`config.mk`:
```
export PLATFORM = sky130hd
export DESIGN_NAME = xcorr_sample_src_flat
export DESIGN_NICKNAME = d
export VERILOG_FILES = /design/src/rtl/xcorr_sample_src_pkg.sv /design/src/rtl/xcorr_sample_src_if.sv /design/src/rtl/xcorr_sample_src_cplx_frame_ram.sv /design/src/rtl/xcorr_sample_src.sv /design/src/flat_wrapper.sv
export SDC_FILE = /design/constraint.sdc
export NUM_CORES = 1
export LEC_CHECK = 0
export BUFFER_PORTS_ARGS = -buffer_cell sky130_fd_sc_hd__buf_4
export CELL_PAD_IN_SITES_DETAIL_PLACEMENT = 1
export CELL_PAD_IN_SITES_GLOBAL_PLACEMENT = 1
export CORE_MARGIN = 4
export CORE_UTILIZATION = 50
export CTS_CLUSTER_SIZE = 20
export DETAILED_ROUTE_END_ITERATION = 10
export PLACE_DENSITY = 0.83
export SYNTH_ARGS = -nofsm -noshare
export SYNTH_HDL_FRONTEND = slang
export SYNTH_HIERARCHICAL = 1
export SYNTH_SLANG_ARGS = --single-unit
```
`constraint.sdc`:
```
create_clock -name clk -period 5.7 [get_ports clk]
set_input_delay 0.285 -clock clk [delete_from_list [all_inputs] [get_ports clk]]
set_output_delay 0.285 -clock clk [all_outputs]
set_load 0.005 [all_outputs]
```
`src/rtl/xcorr_sample_src_pkg.sv`:
```
// Shared types and defaults for the x_corr sample source.
// State encoding and frame/lag defaults used by the top and its users.
package xcorr_sample_src_pkg;

    typedef enum logic [1:0] {
        ST_IDLE   = 2'd0,
        ST_STREAM = 2'd1,
        ST_DONE   = 2'd2
    } state_e;

    localparam int unsigned default_length   = 5;
    localparam int unsigned default_num_lags = 5;
    localparam int unsigned total_beats      = default_num_lags * default_length;

endpackage

```
`src/rtl/xcorr_sample_src_if.sv`:
```
// Beat stream between the sample source and x_corr.
// Payload, lag tag and tlast travel with the valid/ready pair.
interface xcorr_sample_src_if #(
    parameter int unsigned xi_bits  = 12,
    parameter int unsigned xq_bits  = 12,
    parameter int unsigned yi_bits  = 12,
    parameter int unsigned yq_bits  = 12,
    parameter int unsigned lag_bits = 3
);
    logic signed [xi_bits-1:0] xi;
    logic signed [xq_bits-1:0] xq;
    logic signed [yi_bits-1:0] yi;
    logic signed [yq_bits-1:0] yq;
    logic [lag_bits-1:0]       lag;
    logic                      m_axis_tvalid;
    logic                      m_axis_tlast;
    logic                      s_axis_tready;

    modport master (
        output xi, xq, yi, yq, lag,
        output m_axis_tvalid, m_axis_tlast,
        input  s_axis_tready
    );

    modport slave (
        input  xi, xq, yi, yq, lag,
        input  m_axis_tvalid, m_axis_tlast,
        output s_axis_tready
    );
endinterface

```
`src/rtl/xcorr_sample_src_cplx_frame_ram.sv`:
```
// Length-deep I/Q register array for one frame.
// Synchronous write, combinational read; contents have no reset.
module cplx_frame_ram
    import xcorr_sample_src_pkg::*;
#(
    parameter int unsigned depth     = default_length,
    parameter int unsigned addr_bits = 3,
    parameter int unsigned i_bits    = 12,
    parameter int unsigned q_bits    = 12
) (
    input  logic                     clk,
    input  logic                     wr_en,
    input  logic [addr_bits-1:0]     wr_addr,
    input  logic signed [i_bits-1:0] wr_i,
    input  logic signed [q_bits-1:0] wr_q,
    input  logic [addr_bits-1:0]     rd_addr,
    output logic signed [i_bits-1:0] rd_i,
    output logic signed [q_bits-1:0] rd_q
);
    logic signed [i_bits-1:0] mem_i [depth];
    logic signed [q_bits-1:0] mem_q [depth];

    // Sample storage; the caller guarantees wr_addr is in range.
    always_ff @(posedge clk) begin
        if (wr_en) begin
            mem_i[wr_addr] <= wr_i;
            mem_q[wr_addr] <= wr_q;
        end
    end

    assign rd_i = mem_i[rd_addr];
    assign rd_q = mem_q[rd_addr];
endmodule

```
`src/rtl/xcorr_sample_src.sv`:
```
// Streams every circular lag of x against y as (xi,xq,yi,yq) beats.
// Frames load in IDLE; a start pulse emits num_lags*length beats.
module xcorr_sample_src
    import xcorr_sample_src_pkg::*;
#(
    parameter int unsigned xi_bits             = 12,
    parameter int unsigned xq_bits             = 12,
    parameter int unsigned yi_bits             = 12,
    parameter int unsigned yq_bits             = 12,
    parameter int unsigned length              = default_length,
    parameter int unsigned length_counter_bits = 3,
    parameter int unsigned num_lags            = default_num_lags,
    parameter int unsigned lag_bits            = 3
) (
    input  logic                                 clk,
    input  logic                                 rst_n,
    input  logic                                 x_wr_en,
    input  logic [length_counter_bits-1:0]       x_wr_addr,
    input  logic signed [xi_bits-1:0]            x_wr_i,
    input  logic signed [xq_bits-1:0]            x_wr_q,
    input  logic                                 y_wr_en,
    input  logic [length_counter_bits-1:0]       y_wr_addr,
    input  logic signed [yi_bits-1:0]            y_wr_i,
    input  logic signed [yq_bits-1:0]            y_wr_q,
    input  logic                                 start,
    xcorr_sample_src_if.master                   axis,
    output logic                                 busy,
    output logic                                 done
);
    localparam int unsigned cb = length_counter_bits;

    localparam logic [cb-1:0]       last_k   = cb'(length - 1);
    localparam logic [lag_bits-1:0] last_lag = lag_bits'(num_lags - 1);
    localparam logic [cb:0]         len_ext  = (cb + 1)'(length);

    state_e state_q, state_d;

    logic [cb-1:0]       k_q, k_d;
    logic [lag_bits-1:0] lag_q, lag_d;
    logic                tvalid_q, tvalid_d;
    logic                tlast_q, tlast_d;
    logic                done_q, done_d;

    logic signed [xi_bits-1:0] xi_q, xi_d;
    logic signed [xq_bits-1:0] xq_q, xq_d;
    logic signed [yi_bits-1:0] yi_q, yi_d;
    logic signed [yq_bits-1:0] yq_q, yq_d;

    logic                x_we, y_we;
    logic                accept, final_beat;
    logic                load, clear;
    logic [cb-1:0]       nxt_k, rd_k, x_rd_addr;
    logic [lag_bits-1:0] nxt_lag, rd_lag;
    logic [cb:0]         x_sum;

    logic signed [xi_bits-1:0] x_ram_i, x_fwd_i;
    logic signed [xq_bits-1:0] x_ram_q, x_fwd_q;
    logic signed [yi_bits-1:0] y_ram_i, y_fwd_i;
    logic signed [yq_bits-1:0] y_ram_q, y_fwd_q;

    // Frames are writable only while idle and only inside the frame.
    assign x_we = x_wr_en && (state_q == ST_IDLE) && (x_wr_addr <= last_k);
    assign y_we = y_wr_en && (state_q == ST_IDLE) && (y_wr_addr <= last_k);

    assign accept     = tvalid_q && axis.s_axis_tready;
    assign final_beat = (lag_q == last_lag) && (k_q == last_k);

    cplx_frame_ram #(
        .depth     (length),
        .addr_bits (cb),
        .i_bits    (xi_bits),
        .q_bits    (xq_bits)
    ) u_x_ram (
        .clk     (clk),
        .wr_en   (x_we),
        .wr_addr (x_wr_addr),
        .wr_i    (x_wr_i),
        .wr_q    (x_wr_q),
        .rd_addr (x_rd_addr),
        .rd_i    (x_ram_i),
        .rd_q    (x_ram_q)
    );

    cplx_frame_ram #(
        .depth     (length),
        .addr_bits (cb),
        .i_bits    (yi_bits),
        .q_bits    (yq_bits)
    ) u_y_ram (
        .clk     (clk),
        .wr_en   (y_we),
        .wr_addr (y_wr_addr),
        .wr_i    (y_wr_i),
        .wr_q    (y_wr_q),
        .rd_addr (rd_k),
        .rd_i    (y_ram_i),
        .rd_q    (y_ram_q)
    );

    // Address of the beat to load next: (0,0) from idle, else the
    // successor of the beat on the bus; x index wraps by subtraction.
    always_comb begin
        nxt_k   = (k_q == last_k) ? '0 : k_q + cb'(1);
        nxt_lag = (k_q == last_k) ? lag_q + lag_bits'(1) : lag_q;
        rd_k    = (state_q == ST_IDLE) ? '0 : nxt_k;
        rd_lag  = (state_q == ST_IDLE) ? '0 : nxt_lag;
        x_sum   = {1'b0, rd_k} + (cb + 1)'(rd_lag);
        if (x_sum >= len_ext) begin
            x_rd_addr = cb'(x_sum - len_ext);
        end else begin
            x_rd_addr = cb'(x_sum);
        end
    end

    // A write landing on the same edge as start must reach beat (0,0).
    always_comb begin
        x_fwd_i = x_ram_i;
        x_fwd_q = x_ram_q;
        y_fwd_i = y_ram_i;
        y_fwd_q = y_ram_q;
        if (x_we && (x_wr_addr == x_rd_addr)) begin
            x_fwd_i = x_wr_i;
            x_fwd_q = x_wr_q;
        end
        if (y_we && (y_wr_addr == rd_k)) begin
            y_fwd_i = y_wr_i;
            y_fwd_q = y_wr_q;
        end
    end

    // Run sequencing plus output-register next values.
    always_comb begin
        state_d  = state_q;
        k_d      = k_q;
        lag_d    = lag_q;
        tvalid_d = tvalid_q;
        tlast_d  = tlast_q;
        done_d   = 1'b0;
        xi_d     = xi_q;
        xq_d     = xq_q;
        yi_d     = yi_q;
        yq_d     = yq_q;
        load     = 1'b0;
        clear    = 1'b0;

        unique case (state_q)
            ST_IDLE: begin
                if (start) begin
                    state_d = ST_STREAM;
                    load    = 1'b1;
                end
            end
            ST_STREAM: begin
                if (accept) begin
                    if (final_beat) begin
                        state_d = ST_DONE;
                        done_d  = 1'b1;
                        clear   = 1'b1;
                    end else begin
                        load = 1'b1;
                    end
                end
            end
            ST_DONE: begin
                state_d = ST_IDLE;
            end
            default: begin
                state_d = ST_IDLE;
            end
        endcase

        if (load) begin
            k_d      = rd_k;
            lag_d    = rd_lag;
            tvalid_d = 1'b1;
            tlast_d  = (rd_k == last_k);
            xi_d     = x_fwd_i;
            xq_d     = x_fwd_q;
            yi_d     = y_fwd_i;
            yq_d     = y_fwd_q;
        end
        if (clear) begin
            k_d      = '0;
            lag_d    = '0;
            tvalid_d = 1'b0;
            tlast_d  = 1'b0;
            xi_d     = '0;
            xq_d     = '0;
            yi_d     = '0;
            yq_d     = '0;
        end
    end

    // State, counters and the beat register; reset aborts a run.
    always_ff @(posedge clk or negedge rst_n) begin
        if (!rst_n) begin
            state_q  <= ST_IDLE;
            k_q      <= '0;
            lag_q    <= '0;
            tvalid_q <= 1'b0;
            tlast_q  <= 1'b0;
            done_q   <= 1'b0;
            xi_q     <= '0;
            xq_q     <= '0;
            yi_q     <= '0;
            yq_q     <= '0;
        end else begin
            state_q  <= state_d;
            k_q      <= k_d;
            lag_q    <= lag_d;
            tvalid_q <= tvalid_d;
            tlast_q  <= tlast_d;
            done_q   <= done_d;
            xi_q     <= xi_d;
            xq_q     <= xq_d;
            yi_q     <= yi_d;
            yq_q     <= yq_d;
        end
    end

    assign axis.xi            = xi_q;
    assign axis.xq            = xq_q;
    assign axis.yi            = yi_q;
    assign axis.yq            = yq_q;
    assign axis.lag           = lag_q;
    assign axis.m_axis_tvalid = tvalid_q;
    assign axis.m_axis_tlast  = tlast_q;

    assign busy = (state_q != ST_IDLE);
    assign done = done_q;
endmodule
```
`src/flat_wrapper.sv`:
```
// flat-port wrapper written by rule: the top's interface ports become plain ports
module xcorr_sample_src_flat import xcorr_sample_src_pkg::*;
#(
    parameter int unsigned xi_bits             = 12,
    parameter int unsigned xq_bits             = 12,
    parameter int unsigned yi_bits             = 12,
    parameter int unsigned yq_bits             = 12,
    parameter int unsigned length              = default_length,
    parameter int unsigned length_counter_bits = 3,
    parameter int unsigned num_lags            = default_num_lags,
    parameter int unsigned lag_bits            = 3
)
  (clk, rst_n, x_wr_en, x_wr_addr, x_wr_i, x_wr_q, y_wr_en, y_wr_addr, y_wr_i, y_wr_q, start, busy, done, axis_xi, axis_xq, axis_yi, axis_yq, axis_lag, axis_m_axis_tvalid, axis_m_axis_tlast, axis_s_axis_tready);
  xcorr_sample_src_if #(.xi_bits(xi_bits), .xq_bits(xq_bits), .yi_bits(yi_bits), .yq_bits(yq_bits), .lag_bits(lag_bits)) axis_i ();
  input  logic clk;
  input  logic rst_n;
  input  logic x_wr_en;
  input  logic [length_counter_bits-1:0] x_wr_addr;
  input  logic signed [xi_bits-1:0] x_wr_i;
  input  logic signed [xq_bits-1:0] x_wr_q;
  input  logic y_wr_en;
  input  logic [length_counter_bits-1:0] y_wr_addr;
  input  logic signed [yi_bits-1:0] y_wr_i;
  input  logic signed [yq_bits-1:0] y_wr_q;
  input  logic start;
  output logic busy;
  output logic done;
  output wire logic [$bits(axis_i.xi)-1:0] axis_xi;
  output wire logic [$bits(axis_i.xq)-1:0] axis_xq;
  output wire logic [$bits(axis_i.yi)-1:0] axis_yi;
  output wire logic [$bits(axis_i.yq)-1:0] axis_yq;
  output wire logic [$bits(axis_i.lag)-1:0] axis_lag;
  output wire logic [$bits(axis_i.m_axis_tvalid)-1:0] axis_m_axis_tvalid;
  output wire logic [$bits(axis_i.m_axis_tlast)-1:0] axis_m_axis_tlast;
  input wire logic [$bits(axis_i.s_axis_tready)-1:0] axis_s_axis_tready;
  assign axis_xi = axis_i.xi;
  assign axis_xq = axis_i.xq;
  assign axis_yi = axis_i.yi;
  assign axis_yq = axis_i.yq;
  assign axis_lag = axis_i.lag;
  assign axis_m_axis_tvalid = axis_i.m_axis_tvalid;
  assign axis_m_axis_tlast = axis_i.m_axis_tlast;
  assign axis_i.s_axis_tready = axis_s_axis_tready;
  xcorr_sample_src #(.xi_bits(xi_bits), .xq_bits(xq_bits), .yi_bits(yi_bits), .yq_bits(yq_bits), .length(length), .length_counter_bits(length_counter_bits), .num_lags(num_lags), .lag_bits(lag_bits)) u_core (.clk(clk), .rst_n(rst_n), .x_wr_en(x_wr_en), .x_wr_addr(x_wr_addr), .x_wr_i(x_wr_i), .x_wr_q(x_wr_q), .y_wr_en(y_wr_en), .y_wr_addr(y_wr_addr), .y_wr_i(y_wr_i), .y_wr_q(y_wr_q), .start(start), .axis(axis_i), .busy(busy), .done(done));
endmodule
```
# ---- Word-level counts from Yosys, hierarchy flattened
# Memory sizes are Yosys's and may differ from the RTL's.
# Index checks and enable logic that the tools add are counted.
dict set report op_classes {
  n_addsub 4
  order_cmp 3
  n_eq_ne 9
  n_mux 40
  reduce_logical 12
}
# cell n
set op_table {}
lappend op_table {{$mux 12} 12}
lappend op_table {{$mux 3} 9}
lappend op_table {{$mux 1} 14}
lappend op_table {{$eq 3x3->1 const B} 3}
lappend op_table {{$logic_and 1x1->1} 8}
lappend op_table {{$add 3x1->3 const B} 2}
lappend op_table {{$eq 3x3->1} 2}
lappend op_table {{$le 3x3->1 const B} 2}
lappend op_table {{$mux 2} 3}
lappend op_table {{$add 3x3->4} 1}
lappend op_table {{$ge 4x3->1 const B} 1}
lappend op_table {{$ne 2x1->1 const B} 2}
lappend op_table {{$pmux 2 s2} 1}
lappend op_table {{$reduce_bool 2->1} 2}
lappend op_table {{$reduce_and 3->1} 1}
lappend op_table {{$sub 3x3->3 const B} 1}
lappend op_table {{$eq 2x1->1 const B} 1}
lappend op_table {{$logic_not 2->1} 1}
lappend op_table {{$ne 2x2->1 const B} 1}
lappend op_table {{$pmux 1 s2} 1}
dict set report totals {
  register_bits 59
  ramBits 240
  input_bits 60
  out_inout_bits 55
  mem_count 4
}
# name words width rd rd_clocked_by_memory_dff write_ports line_no
set memory_table {}
lappend memory_table {u_core.u_x_ram.mem_i 5 12 1 0 1 xcorr_sample_src_cplx_frame_ram.sv:20} ;# logic signed [i_bits-1:0] mem_i [depth];
lappend memory_table {u_core.u_x_ram.mem_q 5 12 1 0 1 xcorr_sample_src_cplx_frame_ram.sv:21} ;# logic signed [q_bits-1:0] mem_q [depth];
lappend memory_table {u_core.u_y_ram.mem_i 5 12 1 0 1 xcorr_sample_src_cplx_frame_ram.sv:20}
lappend memory_table {u_core.u_y_ram.mem_q 5 12 1 0 1 xcorr_sample_src_cplx_frame_ram.sv:21}

# ---- Depth between registers and ports, before layout
dict set report depth {
  ltp_word 11
  mapped_depth 22
}

# ---- Modules after synthesis
# Netlist, hierarchy kept.
# module instances cells_each area_each_um2 seq_area_each_um2
set by_module_without_submodules {}
lappend by_module_without_submodules {cplx_frame_ram 2 266 4893.4 3603.5}
lappend by_module_without_submodules {xcorr_sample_src 1 382 3678.5 1476.4}

# ---- Worst setup path before layout
# No wires, ideal clock.
dict set report synth_timing {
  kind {register to register}
  from {register u_core.k_q[0]}
  to {register u_core.xq_q[0] (netlist: u_core/axis.xq[0])}
  setup_ns 0.133
  arrival_ns 3.819
  required_ns 5.567
  path_slack_ns 1.748
  path_stages_with_launch 22
  path_buffers 2
  path_cell_list {dfrtp_1 inv_1 ha_1 and2_1 xnor2_1 nor2_1 ha_1 fa_1 inv_1 ha_1 nor2b_1 o21ai_0 mux2i_1 a21oi_1 xnor2_1 buf_4 clkbuf_1 and2b_1 a211oi_2 a221oi_2 nand2_1 o211ai_2}
}
# element line_no
set synth_lines {}
lappend synth_lines {{from (decl)} xcorr_sample_src.sv:38} ;# logic [cb-1:0] k_q, k_d;
lappend synth_lines {{from (signal assigned)} xcorr_sample_src.sv:209} ;# k_q <= k_d;
lappend synth_lines {{$add 3x1->3 / $eq 3x3->1 (equally long branches)} {xcorr_sample_src.sv:103, xcorr_sample_src.sv:104}}
lappend synth_lines {{$mux 3, on equally long branches} {xcorr_sample_src.sv:103, xcorr_sample_src.sv:104}}
lappend synth_lines {{$mux 3, on equally long branches} {xcorr_sample_src.sv:105, xcorr_sample_src.sv:106}}
lappend synth_lines {{$add 3x3->4 (*)} xcorr_sample_src.sv:107} ;# x_sum = {1'b0, rd_k} + (cb + 1)'(rd_lag);
lappend synth_lines {{$ge 4x3->1 / $sub 3x3->3 (equally long branches)} {xcorr_sample_src.sv:108, xcorr_sample_src.sv:109}}
lappend synth_lines {{$mux 3 (*)} xcorr_sample_src.sv:108} ;# if (x_sum >= len_ext) begin
lappend synth_lines {{named net u_core.x_rd_addr[0]} xcorr_sample_src.sv:52} ;# logic [cb-1:0] nxt_k, rd_k, x_rd_addr;
lappend synth_lines {{$mem_v2 5x12 (*)} -}
lappend synth_lines {{named net u_core.x_ram_q[0]} xcorr_sample_src.sv:57} ;# logic signed [xq_bits-1:0] x_ram_q, x_fwd_q;
lappend synth_lines {{$mux 12 (*)} xcorr_sample_src.sv:121} ;# if (x_we && (x_wr_addr == x_rd_addr)) begin
lappend synth_lines {{$mux 12 (*)} xcorr_sample_src.sv:172} ;# if (load) begin
lappend synth_lines {{$mux 12 (*)} xcorr_sample_src.sv:182} ;# if (clear) begin
lappend synth_lines {{to (signal assigned)} xcorr_sample_src.sv:215} ;# xq_q <= xq_d;
lappend synth_lines {{to (decl)} xcorr_sample_src.sv:45} ;# logic signed [xq_bits-1:0] xq_q, xq_d;
# The timed path passes the listed nets; every way through them passes the cells marked *. The select of a mux whose other input is x is not followed.
# A chain may end at the register's enable or synchronous reset.

# ---- Final worst setup path
dict set report layout_timing {
  from {register u_core.k_q[0]}
  to {register u_core.xi_q[1] (netlist: u_core/axis.xi[1])}
}
# element line_no
set layout_lines {}
lappend layout_lines {{$add 3x1->3 / $eq 3x3->1 (equally long branches)} {xcorr_sample_src.sv:103, xcorr_sample_src.sv:104}}
lappend layout_lines {{$mux 3, on equally long branches} {xcorr_sample_src.sv:103, xcorr_sample_src.sv:104}}
lappend layout_lines {{$mux 3, on equally long branches} {xcorr_sample_src.sv:105, xcorr_sample_src.sv:106}}
lappend layout_lines {{$add 3x3->4 (*)} xcorr_sample_src.sv:107}
lappend layout_lines {{$ge 4x3->1 / $sub 3x3->3 (equally long branches)} {xcorr_sample_src.sv:108, xcorr_sample_src.sv:109}}
lappend layout_lines {{$mux 3 (*)} xcorr_sample_src.sv:108}
lappend layout_lines {{named net u_core.x_rd_addr[1]} xcorr_sample_src.sv:52}
lappend layout_lines {{$mem_v2 5x12 (*)} -}
lappend layout_lines {{named net u_core.x_ram_i[1]} xcorr_sample_src.sv:56} ;# logic signed [xi_bits-1:0] x_ram_i, x_fwd_i;
lappend layout_lines {{$mux 12 (*)} xcorr_sample_src.sv:121}
lappend layout_lines {{$mux 12 (*)} xcorr_sample_src.sv:172}
lappend layout_lines {{$mux 12 (*)} xcorr_sample_src.sv:182}
lappend layout_lines {{to (signal assigned)} xcorr_sample_src.sv:214} ;# xi_q <= xi_d;
lappend layout_lines {{to (decl)} xcorr_sample_src.sv:44} ;# logic signed [xi_bits-1:0] xi_q, xi_d;
# Marks and branches as above.

==> results_dict.tcl <==
set metrics [dict create \
    status "finished clean" \
    antenna-diode-count 0 \
    gr-max-usage-layer "met2" \
    synth_edf_count 240 \
    drt_iter0_drc 522 \
    grt-ovfl-total 0 \
    grt_usage 0.233 \
    vias_per_cell 5.86 \
    root_buffer "clkbuf_16" \
    clock_path_buffers 3 \
    cp_common_cell "ha_1" \
    worstHoldEndpoint "u_core/u_x_ram/mem_i[2][2]" \
    cap_violations 0 \
    antenna_left 0 \
    cp-end-kind "flip-flop" \
    rsz0062_at_grt "no" \
    cp_slowest_cell "o21ai_0" \
    reg2reg_depth 19 \
    antenna_found_initial 0 \
    fin_skew_ns 0.0232 \
    crit_type "flip-flop to flip-flop" \
    cts-htree-levels 2 \
    grt_max_degree 75 \
    synth_fp_nets 983 \
    firstDrtPassIters 5 \
    dp_hpwl_um 19200 \
    worstSkewPairLatency_ns 0.51 \
    period_share 0.857 \
    relSlewSlack 0.310 \
    cp.arrival_ns 5.26 \
    cp-start-kind "flip-flop" \
    nNetsFinal 1133 \
    drive_gt1_frac 0.291 \
    core_region_area_mm2 0.0263 \
    die_h_um 172 \
    rrSetupSlack_ns 0.81 \
    die_x_um 172 \
    rows 59 \
    wl_per_cell_um 23.7 \
    worstPathRequired_ns 6.07 \
    use_met3 0.0373 \
    cts_tree "yes" \
    whs_ns 0.0150 \
    layout_min_cycle_time_ns 4.89 \
    report.final.slew_viol_count 0 \
    syn_inst 914 \
    routabilityCongestion 0.734 \
    crit_path_max_fanout 24 \
    yosysSeqAreaShare 0.645 \
    avgSynthCellArea_um2 14.7 \
    hold_violations 0 \
    hold_start "x_wr_i[2]" \
    synthArstFlopShare 0.197 \
    use_met2 0.439 \
    fmax_mhz 205 \
    synth.distinct_cells 58 \
    finalSetupViolCount 0 \
    clkTransAtPathRegs_ns 0.06 \
    ys_seq_elements 299 \
    pin_count 115 \
    fin_setup_tns_ns 0 \
    wl_um 33800 \
    numCtsBuffers 34 \
    cp_cell_sequence "inv_1 -> ha_1 -> and2_1 -> xnor2_1 -> nor2_1 -> ha_1 -> fa_1 -> inv_1 -> ha_1 -> nor2b_1 -> o21ai_0 -> nor3_1 -> a21oi_1 -> o21ai_0 -> nand2b_4 -> a211oi_1 -> a221oi_1 -> nand2_1 -> o211ai_2" \
    tightestPinTransition_ns 1.04 \
    initial_core_util 0.512 \
    dieArea_mm2 0.0296 \
    area_growth_pct 20.0 \
    reg2reg_to "u_core/axis.xi[1]" \
    grt_use_met1 0.278 \
    grt_pass1_vias 9341 \
    ys.flop_type "edfxtp_1" \
    grt_pass1_wl_um 53300 \
    clock_sinks 299 \
    hold_depth 1 \
    synth_area_mm2 0.0135 \
    worstReg2RegStart "u_core/k_q[0]" \
    slowest_delay_ns 0.52 \
    place.port_buffers 114 \
    route.detailed.drc 0 \
    hold_class "primary input to flip-flop" \
    yosys_warnings 6 \
    vias 8353 \
]
-- cell families after synthesis --
kind of cell | Yosys count | share of synthesized area
flip-flops | 299 | 0.645
AO/OA/AOI/OAI | 200 | 0.156
AND/OR/NAND/NOR | 204 | 0.0808
adder cells (fa/ha/maj) | 9 | 0.00892
multiplexers | 79 | 0.0602
XOR/XNOR | 5 | 0.00465
buffers and inverters | 118 | 0.0441
-- area by class of cell --
class | instances | area [um^2]
Sequential cell | 299 | 8680
Inverter | 56 | 210
Timing Repair Buffer | 176 | 1440
Fill cell | 2428 | 10100
Clock buffer | 42 | 922
Multi-Input combinational cell | 497 | 4270
Tap cell | 335 | 419
Clock inverter | 20 | 213
-- metal layers --
metal / vias up / share of wire
met5: - / 0
met4: 0 / 0.019
met3: 57 / 0.047
met2: 233 / 0.55
met1: 4307 / 0.39
li1: 3756 / -
-- worst max-delay path: cells and delay by family, from the launching register on --
kind	cells	cell delay [ns]
flip-flops	1	0.42
AO/OA/AOI/OAI	6	1.42
adder cells (fa/ha/maj)	4	1.22
AND/OR/NAND/NOR	6	1.27
buffers and inverters	2	0.20
XOR/XNOR	1	0.21
-- cell usage after synthesis, types with 2 or more instances --
master     number  area share
o21ai_0        30       0.011
nand2_1        83       0.023
buf_4          10      0.0056
o211ai_2       20       0.019
o21a_1          2      0.0011
nor2_2          3      0.0014
nand3_1         3      0.0011
clkbuf_1       26      0.0072
mux2_2          2      0.0017
nor2_1         11      0.0031
buf_2          13      0.0048
a211oi_2       40       0.037
nand2b_1        6      0.0028
xnor2_1         3      0.0020
a221oi_1        9      0.0059
and2b_1        20       0.011
ha_1            8      0.0074
inv_1          55       0.015
o211ai_1        5      0.0028
a21oi_1         6      0.0022
or2_1           2     0.00093
o41ai_1         3      0.0020
nand2b_4        2      0.0020
and3_1          2     0.00093
a221oi_2       40       0.045
a211oi_1       10      0.0056
and2_1         26       0.012
buf_6          13       0.011
dfrtp_1        59        0.11
mux2i_1        75       0.056
o2111ai_1      24       0.016
edfxtp_1      240        0.54
nor2b_1        30       0.014
nor3_1          8      0.0030
nor3b_1         2      0.0011
-- per-stage QoR --
step / util / instances / instance area, um^2 / worst slack [ns]
2_1_floorplan: - / 914 / 13500 / 1.75
3_3_place_gp: 0.555 / 1320 / 14600 / 1.30
3_5_place_dp: 0.555 / 1320 / 14600 / 0.983
4_1_cts: 0.615 / 1425 / 16200 / 0.811
5_1_grt: 0.615 / 1425 / 16200 / 0.369
6_report: 0.615 / 1425 / 16200 / 0.814
-- registers in the layout, indices dropped and copies added (netlist names), 2 cells and up --
name / count
u_core/axis.lag: 3
u_core/axis.xi: 12
u_core/axis.xq: 12
u_core/axis.yi: 12
u_core/axis.yq: 12
u_core/k_q: 3
u_core/state_q: 2
u_core/u_x_ram/mem_i: 60
u_core/u_x_ram/mem_q: 60
u_core/u_y_ram/mem_i: 60
u_core/u_y_ram/mem_q: 60
-- worst max-delay path by stage --
| stage | start | to | slack, ns | cells past startpoint |
|---|---|---|---|---|
| global placement | u_core/k_q[0] | u_core/axis.xi[1] | 1.30 | 19 |
| floorplan | u_core/k_q[0] | u_core/axis.xq[0] | 1.75 | 21 |
| finish | u_core/k_q[0] | u_core/axis.xi[1] | 0.81 | 19 |
| global route | u_core/k_q[0] | u_core/axis.xi[1] | 0.37 | 19 |
| detailed placement | u_core/k_q[0] | u_core/axis.xi[1] | 0.98 | 19 |
| CTS | u_core/k_q[0] | u_core/axis.xi[1] | 0.81 | 20 |
-- timing repair --
action,in CTS,in global routing
gates resized for setup,0,0
hold buffers,43,0
endpoints found under the hold margin,259,0
setup buffers,0,0
endpoints found under the setup margin,0,0
-- cell usage in the layout (no fill, tap or decap), types with 35 or more instances in the layout --
cell type,netlist,routed
buf_4,10,132
a211oi_2,40,40
nand2_1,83,83
edfxtp_1,240,240
a221oi_2,40,40
mux2i_1,75,75
inv_1,55,55
dlygate4sd3_1,0,43
dfrtp_1,59,59
clkbuf_16,0,35
Power is left out: the tool's default activity adds up to more than one toggle a clock period on the data nets, which glitch-free logic cannot reach.
